**src/rtl/frequency_generator_pkg.sv**
```systemverilog
// Shared types and tone-length helpers for the FSK square-wave burst generator.
// Build option: FREQUENCY_GENERATOR_EXACT_PERIOD_EN makes each period exactly CLOCK/FREQ cycles.
package frequency_generator_pkg;

  typedef enum logic [1:0] {
    IDLE = 2'd0,
    HIGH = 2'd1,
    LOW  = 2'd2,
    DONE = 2'd3
  } state_e;

  function automatic int tone_ticks(input int clock_hz, input int freq_hz);
    return clock_hz / freq_hz;
  endfunction

  function automatic int tone_half(input int clock_hz, input int freq_hz);
    return tone_ticks(clock_hz, freq_hz) / 2;
  endfunction

  // With the exact-period option the odd leftover cycle goes to the high phase.
  function automatic int tone_high_len(input int clock_hz, input int freq_hz);
`ifdef FREQUENCY_GENERATOR_EXACT_PERIOD_EN
    return tone_ticks(clock_hz, freq_hz) - tone_half(clock_hz, freq_hz);
`else
    return tone_half(clock_hz, freq_hz);
`endif
  endfunction

  function automatic int tone_low_len(input int clock_hz, input int freq_hz);
    return tone_half(clock_hz, freq_hz);
  endfunction

endpackage

```
**src/rtl/frequency_generator_half_period_timer.sv**
```systemverilog
// Up-counter timing one half-phase of the tone; shared by the HIGH and LOW phases.
module half_period_timer #(
  parameter int WIDTH = 16
) (
  input  logic             clock_i,
  input  logic             clear_i,
  input  logic             restart_i,
  input  logic [WIDTH-1:0] length_i,
  output logic             terminal_o
);

  logic [WIDTH-1:0] count_q;
  logic [WIDTH-1:0] count_d;

  always_comb begin
    count_d = restart_i ? '0 : count_q + WIDTH'(1);
  end

  // NOTE: state updates use non-blocking assignments so every register samples pre-edge values.
  always_ff @(posedge clock_i or posedge clear_i) begin
    if (clear_i) begin
      count_q <= '0;
    end else begin
      count_q <= count_d;
    end
  end

  assign terminal_o = (count_q == length_i - WIDTH'(1));

endmodule

```
**src/rtl/frequency_generator.sv**
```systemverilog
// Start/busy/done burst generator emitting a square wave at FREQUENCY_1 or FREQUENCY_2.
// Build option: FREQUENCY_GENERATOR_EXACT_PERIOD_EN (high phase takes the ceil half).
module frequency_generator
  import frequency_generator_pkg::*;
#(
  parameter int FREQUENCY_1   = 9000,
  parameter int FREQUENCY_2   = 11000,
  parameter int CLOCK         = 50000000,
  parameter int COUNTER_WIDTH = 16,
  parameter int PERIODS_WIDTH = 8
) (
  input  logic                     clock,
  input  logic                     clear,
  input  logic                     enable,
  input  logic                     start,
  input  logic                     select,
  input  logic [PERIODS_WIDTH-1:0] periods,
  output logic                     out,
  output logic                     busy,
  output logic                     done
);

  localparam int TICKS1 = tone_ticks(CLOCK, FREQUENCY_1);
  localparam int TICKS2 = tone_ticks(CLOCK, FREQUENCY_2);
  localparam int HALF1  = tone_half(CLOCK, FREQUENCY_1);
  localparam int HALF2  = tone_half(CLOCK, FREQUENCY_2);

  localparam logic [COUNTER_WIDTH-1:0] HIGH_LEN1 = COUNTER_WIDTH'(tone_high_len(CLOCK, FREQUENCY_1));
  localparam logic [COUNTER_WIDTH-1:0] HIGH_LEN2 = COUNTER_WIDTH'(tone_high_len(CLOCK, FREQUENCY_2));
  localparam logic [COUNTER_WIDTH-1:0] LOW_LEN1  = COUNTER_WIDTH'(tone_low_len(CLOCK, FREQUENCY_1));
  localparam logic [COUNTER_WIDTH-1:0] LOW_LEN2  = COUNTER_WIDTH'(tone_low_len(CLOCK, FREQUENCY_2));

  if (HALF1 < 1 || HALF2 < 1 ||
      longint'(TICKS1) >= (longint'(1) << COUNTER_WIDTH) ||
      longint'(TICKS2) >= (longint'(1) << COUNTER_WIDTH)) begin : g_bad_params
    $error("frequency_generator: tone half-period below 1 or period exceeds COUNTER_WIDTH");
  end

  state_e                     state_q;
  logic                       select_q;
  logic [PERIODS_WIDTH-1:0]   periods_q;
  logic [PERIODS_WIDTH-1:0]   pcount_q;
  logic [PERIODS_WIDTH-1:0]   pcount_d;
  logic                       out_q;
  logic                       busy_q;
  logic                       done_q;
  logic [COUNTER_WIDTH-1:0]   phase_len;
  logic                       terminal;
  logic                       restart;

  // NOTE: every always_comb output gets a default first, so no path can infer a latch.
  always_comb begin
    phase_len = select_q ? LOW_LEN2 : LOW_LEN1;
    if (state_q == HIGH) begin
      phase_len = select_q ? HIGH_LEN2 : HIGH_LEN1;
    end
    restart  = !enable || terminal || (state_q != HIGH && state_q != LOW);
    pcount_d = pcount_q + PERIODS_WIDTH'(1);
  end

  half_period_timer #(
    .WIDTH(COUNTER_WIDTH)
  ) u_timer (
    .clock_i    (clock),
    .clear_i    (clear),
    .restart_i  (restart),
    .length_i   (phase_len),
    .terminal_o (terminal)
  );

  // Outputs are registered alongside the state, so they follow it by zero extra cycles.
  always_ff @(posedge clock or posedge clear) begin
    if (clear) begin
      state_q   <= IDLE;
      select_q  <= 1'b0;
      periods_q <= '0;
      pcount_q  <= '0;
      out_q     <= 1'b0;
      busy_q    <= 1'b0;
      done_q    <= 1'b0;
    end else if (!enable) begin
      state_q  <= IDLE;
      pcount_q <= '0;
      out_q    <= 1'b0;
      busy_q   <= 1'b0;
      done_q   <= 1'b0;
    end else begin
      case (state_q)
        IDLE: begin
          done_q <= 1'b0;
          if (start) begin
            select_q  <= select;
            periods_q <= periods;
            pcount_q  <= '0;
            state_q   <= HIGH;
            out_q     <= 1'b1;
            busy_q    <= 1'b1;
          end
        end
        HIGH: begin
          if (terminal) begin
            state_q <= LOW;
            out_q   <= 1'b0;
          end
        end
        LOW: begin
          if (terminal) begin
            pcount_q <= pcount_d;
            if (periods_q != '0 && pcount_d == periods_q) begin
              state_q <= DONE;
              busy_q  <= 1'b0;
              done_q  <= 1'b1;
              out_q   <= 1'b0;
            end else begin
              state_q <= HIGH;
              out_q   <= 1'b1;
            end
          end
        end
        DONE: begin
          state_q <= IDLE;
          done_q  <= 1'b0;
          out_q   <= 1'b0;
          busy_q  <= 1'b0;
        end
        default: begin
          state_q <= IDLE;
          out_q   <= 1'b0;
          busy_q  <= 1'b0;
          done_q  <= 1'b0;
        end
      endcase
    end
  end

  assign out  = out_q;
  assign busy = busy_q;
  assign done = done_q;

endmodule

```
**config.mk**
```make
export PLATFORM = sky130hd
export DESIGN_NAME = frequency_generator
export DESIGN_NICKNAME = d
export VERILOG_FILES = /design/src/rtl/frequency_generator_pkg.sv /design/src/rtl/frequency_generator_half_period_timer.sv /design/src/rtl/frequency_generator.sv
export SDC_FILE = /design/constraint.sdc
export NUM_CORES = 1
export LEC_CHECK = 0
export BUFFER_PORTS_ARGS = -buffer_cell sky130_fd_sc_hd__buf_2
export CORE_MARGIN = 2
export CORE_UTILIZATION = 30
export CTS_CLUSTER_SIZE = 24
export DETAILED_ROUTE_END_ITERATION = 8
export PLACE_DENSITY = 0.42
export SYNTH_ARGS = -nofsm -noshare
export SYNTH_HDL_FRONTEND = slang
export SYNTH_HIERARCHICAL = 1
export SYNTH_SLANG_ARGS = --single-unit
```
**constraint.sdc**
```tcl
create_clock -name clock -period 5.51 [get_ports clock]
set_input_delay 1.102 -clock clock [delete_from_list [all_inputs] [get_ports clock]]
set_output_delay 1.102 -clock clock [all_outputs]
set_load 0.02 [all_outputs]
```
==> results.md, run 1 <==
- The flow ran to the end, and the final reports show no timing, DRC or antenna violations.
- After clock tree synthesis, the flow added hold-fix buffers numbering 0.
- For this design, the slowest cell found on the critical path is sky130_fd_sc_hd__dfrtp_1.
- The number of violations reported at the end of detailed-routing iteration 0 is 46.
- The starting utilization of the core area is 30.5%.
- The clock latency on the worst-skew pair is 0.29 ns.
- The area growth from synthesis to layout is 12.6%.
- The critical path goes through inv_1, inv_1, ha_1, nor3b_2, nand2_1, a2111o_1, nor4_2, o211ai_1, a2111oi_2, and2b_2, o31ai_1, buf_4, nand3_1, o41ai_1.
- The number of buffers added by the clock tree synthesis step is 5.
- The peak supply drop is 166 uV.
- After synthesis, the share of flip-flops with an asynchronous set or reset is 100%.
- The detailed-route wire length per cell is 13.5 um.
- The worst setup path is captured at a flip-flop.
- The element type at the critical path start is a flip-flop.
- The worst slack at placement is 1.28 ns.
- In this run the worst hold path is classified as flip-flop to flip-flop.
- Once the clock tree was built, the setup fixing pass inserted 0 buffers.
- The tool flagged a number of max-cap violations equal to 0.
- The worst setup path category is flip-flop to flip-flop.
- The total power per unit cell area is 322 mW/mm2.
- Global routing finished with a remaining overflow of 0.
- The net count of the finished layout is 375.
- For this run, the number of Yosys warnings is 6.
- The maximum fanout along the worst path is 10.
- Setup total negative slack on the finished layout was measured at 0 ns.
- For the pin with the worst max-slew slack, the measured transition is 0.840 ns.
- The number of antenna violations at the first check in global routing is 0.
- The region available for standard cell placement spans just over 0.009 mm2.
- The via count of the first global-routing pass is approximately 2200.
- The final hold violation count came to 0.
- The critical path's largest stage delay is 0.61 ns.
- For this block, the via count after detailed routing is 2260.
- The floorplan has 35 rows.
- The worst pin sits at a relative slew slack of 43.9%.
- The floorplan step set the die width to 100 um.
- Before antenna repair, the detailed router went through 6 iterations.
- The repair_antennas step left the layout with diodes totalling 0.
- The number of setup violations in the final report is 0.
- Gates resized during post-CTS repair numbered 0.
- Dividing the final minimum period by the clock period gives about 77%.
- The maximum root-to-sink buffer count is 2.
- The first global-routing pass estimated around 11000 um of wire.
- Timing would allow up to 237 MHz.
- Port buffering added 15 buffers.
- The die is 100 um tall.
- The data arrival time at the worst-slack endpoint is ~4.4 ns.
- Synthesis produced approximately 310 cells.
- The final worst-path setup slack is 1.29 ns.
- The clock arrives with 0.00475 ns of skew.
- The count of flip-flops with a built-in enable after synthesis is 0.
- Setup repair after global routing left no endpoint under its margin.
- Global routing consumed, over all layers together, between 10% and 20% of the routing resources.
- TritonCTS built the clock tree.
- After synthesis, the netlist uses 61 different library cells.
- The flip-flop cell with the highest count after synthesis is sky130_fd_sc_hd__dfrtp_1.
- Entering global routing, the biggest net connects 25 pins.
- CTS saw 38 sinks.
- In the routed design, unresolved DRC markers number 0.
- At the worst endpoint, the required time is 5.70 ns.
- The clock transition time at the flip-flop clock pins of the worst setup and hold paths is 0.08 ns.
- The aggregate routed wire length is 6320 um.
- The leakage power is 1.21 nW.
- The cell that appears most often on the critical path is sky130_fd_sc_hd__inv_1.
- The share of synthesized area occupied by flip-flops and latches is between 30% and 40%.
- The placer congestion estimate is 0.762.
- In this run, synthesis produced a sequential element count of 38.
- Leaving out fill and tap cells, the most frequent cell in the layout is sky130_fd_sc_hd__dfrtp_1.
- Detailed placement finished with a half-perimeter wire length of about 4800 um.
- The max-slew violation total from the final report came to 0.
- The layout filler cell count is 981.
- The share of cells above drive strength 1 is 13.8%.
- The post-synthesis instance area is 0.00277 mm2.
- The die covers 0.0100 mm2.
- The average cell area after synthesis is 8.83 um2.
- The number of top-level pins is 16.
- The detailed-route vias per instance is 4.84.
- Once detail routing completed, the nets flagged for antenna violations numbered 0.
- The H-tree generated during clock tree synthesis spans 2 levels.
- The time the worst path needs with I/O delays and setup is 4.22 ns.
- CTS placed an instance of sky130_fd_sc_hd__clkbuf_8 at the clock tree root.
- In the layout the commonest cells are sky130_fd_sc_hd__dfrtp_1 (38), sky130_fd_sc_hd__nor2_1 (33), sky130_fd_sc_hd__conb_1 (32), sky130_fd_sc_hd__xnor2_1 (24), sky130_fd_sc_hd__nand2_1 (22).
==> routing by layer <==
layer	global-route usage (%)	up-vias	part of all wire (%)
met5	0	-	0
met4	5.16	0	2.4
met3	2.30	10	2.2
met2	23.0	25	48
met1	17.6	1059	48
li1	-	1166	-
==> Yosys cell counts, types with 2 or more instances <==
library cell | instances | share of area, %
sky130_fd_sc_hd__nor2b_1 | 2 | 0.45
sky130_fd_sc_hd__or4_1 | 4 | 1.1
sky130_fd_sc_hd__nor4_1 | 4 | 0.90
sky130_fd_sc_hd__o31ai_1 | 4 | 1.1
sky130_fd_sc_hd__a211o_1 | 2 | 0.63
sky130_fd_sc_hd__clkbuf_1 | 5 | 0.68
sky130_fd_sc_hd__buf_6 | 3 | 1.2
sky130_fd_sc_hd__mux2_2 | 10 | 4.1
sky130_fd_sc_hd__nor3_1 | 14 | 2.5
sky130_fd_sc_hd__inv_1 | 17 | 2.3
sky130_fd_sc_hd__nand2_1 | 22 | 3.0
sky130_fd_sc_hd__or3_1 | 3 | 0.68
sky130_fd_sc_hd__ha_1 | 7 | 3.2
sky130_fd_sc_hd__o21ai_0 | 21 | 3.8
sky130_fd_sc_hd__o41ai_1 | 3 | 0.95
sky130_fd_sc_hd__nor2_1 | 33 | 4.5
sky130_fd_sc_hd__a41oi_1 | 2 | 0.63
sky130_fd_sc_hd__nand4_1 | 5 | 1.1
sky130_fd_sc_hd__a31oi_1 | 7 | 1.6
sky130_fd_sc_hd__buf_4 | 3 | 0.81
sky130_fd_sc_hd__nand3_1 | 16 | 2.9
sky130_fd_sc_hd__xnor2_1 | 24 | 7.6
sky130_fd_sc_hd__nor4_4 | 2 | 1.5
sky130_fd_sc_hd__nor3b_1 | 2 | 0.54
sky130_fd_sc_hd__a21oi_1 | 7 | 1.3
sky130_fd_sc_hd__xor2_1 | 16 | 5.1
sky130_fd_sc_hd__conb_1 | 2 | 0.27
sky130_fd_sc_hd__and2_1 | 4 | 0.90
sky130_fd_sc_hd__dfrtp_1 | 38 | 34
==> critical path, delay by kind of cell (launching register included) <==
kind                     cells  cell delay [ns]
flip-flops                   1             0.61
buffers and inverters        3             0.38
AND/OR/NAND/NOR              5             1.19
AO/OA/AOI/OAI                5             1.59
adder cells (fa/ha/maj)      1             0.33
==> sequential cells by signal, indices dropped and copies added (netlist names) <==
name             flops
u_timer/count_q     16
busy                 1
pcount_q             8
periods_q            8
done                 1
out                  1
select_q             1
state_q              2
==> area by class of cell <==
cell class / count / area (um2) / share of cell area [%]
Tap cell: 111 / 139 / 4.45
Clock inverter: 2 / 12.5 / 0.401
Sequential cell: 38 / 951 / 30.4
Multi-Input combinational cell: 276 / 1780 / 57.1
Inverter: 17 / 63.8 / 2.04
Clock buffer: 6 / 82.6 / 2.64
Timing Repair Buffer: 17 / 90.1 / 2.88
==> report_power, final <==
part / total [mW] / switching (mW) / internal (mW)
sequential: 0.389 / 0.0615 / 0.328
clock: 0.205 / 0.104 / 0.101
combinational: 0.413 / 0.233 / 0.180
total: 1.01 / 0.399 / 0.608
==> metrics by stage <==
| step | area (um2) | hold WS (ns) | instances | power (mW) | utilization (%) |
|---|---|---|---|---|---|
| 2_1_floorplan | 2890 | 0.474 | 344 | 0.709 | - |
| 3_3_place_gp | 3030 | 0.505 | 459 | 0.810 | 33.2 |
| 3_5_place_dp | 3030 | 0.524 | 459 | 0.812 | 33.2 |
| 4_1_cts | 3120 | 0.535 | 467 | 1.02 | 34.3 |
| 5_1_grt | 3120 | 0.558 | 467 | 1.09 | 34.3 |
| 6_report | 3120 | 0.525 | 467 | 1.01 | 34.3 |
==> cell families (layout without fill, tap and decap cells) <==
kind of cell | after synthesis | after routing | share of synthesized area [%]
buf+inv | 30 | 42 | 5.46
other cells | 2 | 32 | 0.271
mux | 11 | 11 | 4.42
compound gates | 61 | 61 | 15.0
flops | 38 | 38 | 34.3
xor+xnor | 40 | 40 | 12.6
simple gates | 125 | 125 | 24.8
fa+ha+maj | 7 | 7 | 3.16
==> worst paths after layout <==
check	slack, ns	end	start	cells past startpoint
worst min-delay path	0.53	pcount_q[7]$_DFFE_PP0P_	pcount_q[7]$_DFFE_PP0P_	1
max in group asynchronous	4.01	pcount_q[0]$_DFFE_PP0P_	clear	2
min in group asynchronous	0.91	u_timer/count_q[10]$_DFF_PP0_	clear	2
worst min register to register	0.53	pcount_q[7]$_DFFE_PP0P_	pcount_q[7]$_DFFE_PP0P_	1
worst max register to register	1.29	pcount_q[6]$_DFFE_PP0P_	select_q$_DFFE_PP0P_	14
worst max-delay path	1.29	pcount_q[6]$_DFFE_PP0P_	select_q$_DFFE_PP0P_	14
Power figures use the tool's default switching activity.
==> inputs of run 2 (changes only) <==
PLACE_DENSITY = 0.44   (was 0.42)
clock period = 3.75 ns   (was 5.51 ns; I/O delays follow)
==> results.md, run 2 (synthesis gave the netlist of run 1 again) <==
- The flow ran to the end, and the final reports show no timing, DRC or antenna violations.
- The clock tree from TritonCTS is built.
- The clock transition time at the flip-flop clock pins of the worst setup and hold paths is roughly 0.08 ns.
- The count of nets left with antenna violations once routing finished came out at 0.
- The maximum root-to-sink buffer count is 2.
- The detailed-route wire length per cell is 14.2 um.
- The final layout net count is 377.
- The remaining global-route overflow is 0.
- The placer congestion estimate is 0.790.
- The total routing usage reported by global routing is 14.3%.
- Measured against its own limit, the worst slew margin works out to 40.2%.
- The maximum fanout along the worst path is 10.
- The required time of the worst setup path is 3.95 ns.
- The final routed DRC violation total is 0.
- The internal power of the cells totals 0.978 mW.
- Timing would allow up to 288 MHz.
- The number of sinks on the clock net is 38.
- The root buffer cell is sky130_fd_sc_hd__clkbuf_8.
- The floorplan step set the die width to 100 um.
- For this design the total switching power over the nets is slightly above 0.6 mW.
- Input and output buffers added on the ports amount to 15.
- The final hold violation count came to 0.
- Row generation in the floorplan step produced 35 rows.
- The initial utilization of the core area, before any placement, comes to 30.5%.
- The final period utilization is 92.7%.
- The maximum number of pins on one net before global-route repair is 23.
- The height of the die is 100 um.
- The first-pass GRT wire length is between 10000 and 15000 um.
- The filler-free cell count of the finished design is 469.
- The detailed-route vias per instance is 4.92.
- The setup total negative slack is 0 ns.
- The number of top-level pins is 16.
- u_timer/count_q holds more flip-flops than any other register.
- The worst setup path is captured at a flip-flop.
- Across all hold checks on the routed design, the worst slack comes to approximately 0.54 ns.
- The flip-flop count of the largest register, all copies and words added is 16.
- The fraction of power consumed by sequential logic is a little over a third.
- After legalization and detailed placement, the total HPWL measured just over 5000 um.
- The clock latency on the worst-skew pair is 0.29 ns.
- The number of violations reported at the end of detailed-routing iteration 0 is 83.
- The tool flagged a number of max-cap violations equal to 0.
- The number of antenna violations at the first check in global routing was 0.
- The area growth from synthesis to layout is 16.1%.
- The total power per unit cell area is 492 mW/mm2.
- After layout, the minimum clock period comes to 3.48 ns.
- The number of setup violations in the final report is 0.
- The element type at the critical path start is a flip-flop.
- Buffers inserted during clock tree synthesis total 5.
- The worst setup path category is flip-flop to flip-flop.
- In the layout the commonest cells are sky130_fd_sc_hd__dfrtp_1 (37), sky130_fd_sc_hd__nor2_1 (33), sky130_fd_sc_hd__conb_1 (32), sky130_fd_sc_hd__xnor2_1 (24), sky130_fd_sc_hd__nand2_1 (22).
- The overall via count from detail_route is 2308.
- The number of H-tree levels is 2.
- The cell total after placement is 461.
- In this run switching power makes up 38.3% of total power.
- The aggregate routed wire length is 6650 um.
- The number of hold-repair buffers added at the cts stage is 0.
- The tightest min-delay check is of the flip-flop to flip-flop type.
- The core region is about 0.0091 mm2.
- STA puts the critical path data arrival time at around 3.7 ns.
- The register-to-register setup slack is 0.27 ns.
- The max-slew violation total from the final report is 0.
- The share of cells above drive strength 1 is 16.5%.
- The logic gate share of total power is 42.3%.
- Measured on the finished design, the core utilization comes to 35.4%.
- In this run, post-CTS repair resized a total of 0 instances.
- The peak supply drop is about 220 uV.
- Setup repair after global routing left no endpoint under its margin.
- The largest registers in the layout are u_timer/count_q: 16 flops, pcount_q: 8 flops, periods_q: 8 flops.
- The slew at the pin closest to its max-slew limit is 0.896 ns.
- The via count of the first global-routing pass is 2258.
- The library cell used most frequently in the layout, excluding fill and tap cells, is sky130_fd_sc_hd__dfrtp_1.
- The clock network is responsible for 22.4% of the overall power.
- The leakage power is about 1.2 nW.
- The first detailed-routing pass took 4 iterations.
- The post-CTS repair timing setup buffer count is 0.
- The largest clock skew in the final design is roughly 0.0036 ns.
- The antenna cell count is 0.
- The floorplan step defined a die boundary enclosing about 0.01 mm2.
run 2: layout make-up:
cell class	instances	area [um2]
well taps	111	139
clock buffers	7	76.3
repair buffers	19	105
flip-flops and latches	38	952
multi-input cells	276	1850
clock inverters	1	30.0
fillers	961	5890
inverters	17	67.6
run 2: per-layer routing:
layer,track usage [%],wire length [um]
met3,2.30,145
met5,0,0
met2,24.5,3260
met4,4.85,111
met1,18.5,3140
run 2: power by group through the flow:
stage | logic, mW | clock network [mW] | registers (mW)
2_1_floorplan | 0.502 | 0 | 0.575
3_3_place_gp | 0.676 | 0 | 0.568
3_5_place_dp | 0.673 | 0 | 0.570
4_1_cts | 0.676 | 0.371 | 0.561
5_1_grt | 0.751 | 0.389 | 0.572
6_report | 0.671 | 0.355 | 0.559
run 2: worst max-delay path: stages (launching register included):
cell and delay, ns:
sky130_fd_sc_hd__dfrtp_2 0.42, sky130_fd_sc_hd__clkinvlp_4 0.09, sky130_fd_sc_hd__buf_4 0.19, sky130_fd_sc_hd__nor2_1 0.14
sky130_fd_sc_hd__o21ai_0 0.43, sky130_fd_sc_hd__a22oi_1 0.14, sky130_fd_sc_hd__a41oi_1 0.27, sky130_fd_sc_hd__o211ai_1 0.17
sky130_fd_sc_hd__a2111oi_2 0.55, sky130_fd_sc_hd__and2b_2 0.31, sky130_fd_sc_hd__o31ai_4 0.20, sky130_fd_sc_hd__nand3_2 0.21
sky130_fd_sc_hd__o31ai_1 0.26
run 2: through the flow:
| stage | total power [mW] | worst slack [ns] | instance area [um2] |
|---|---|---|---|
| after floorplan | 1.08 | 0.00295 | 2960 |
| after global placement | 1.24 | 0.432 | 3120 |
| after detailed placement | 1.24 | 0.297 | 3120 |
| after CTS | 1.61 | 0.276 | 3220 |
| after global routing | 1.71 | 0.0621 | 3220 |
| final | 1.59 | 0.272 | 3220 |
run 2: path summary, 6_finish.rpt:
| kind | start | endpoint | depth (start not counted) |
|---|---|---|---|
| max in group asynchronous | clear | select_q$_DFFE_PP0P_ | 2 |
| max | select_q$_DFFE_PP0P_ | pcount_q[4]$_DFFE_PP0P_ | 12 |
| min in group asynchronous | clear | u_timer/count_q[8]$_DFF_PP0_ | 2 |
| min reg2reg | pcount_q[7]$_DFFE_PP0P_ | pcount_q[7]$_DFFE_PP0P_ | 1 |
| min | pcount_q[7]$_DFFE_PP0P_ | pcount_q[7]$_DFFE_PP0P_ | 1 |
| max reg2reg | select_q$_DFFE_PP0P_ | pcount_q[4]$_DFFE_PP0P_ | 12 |
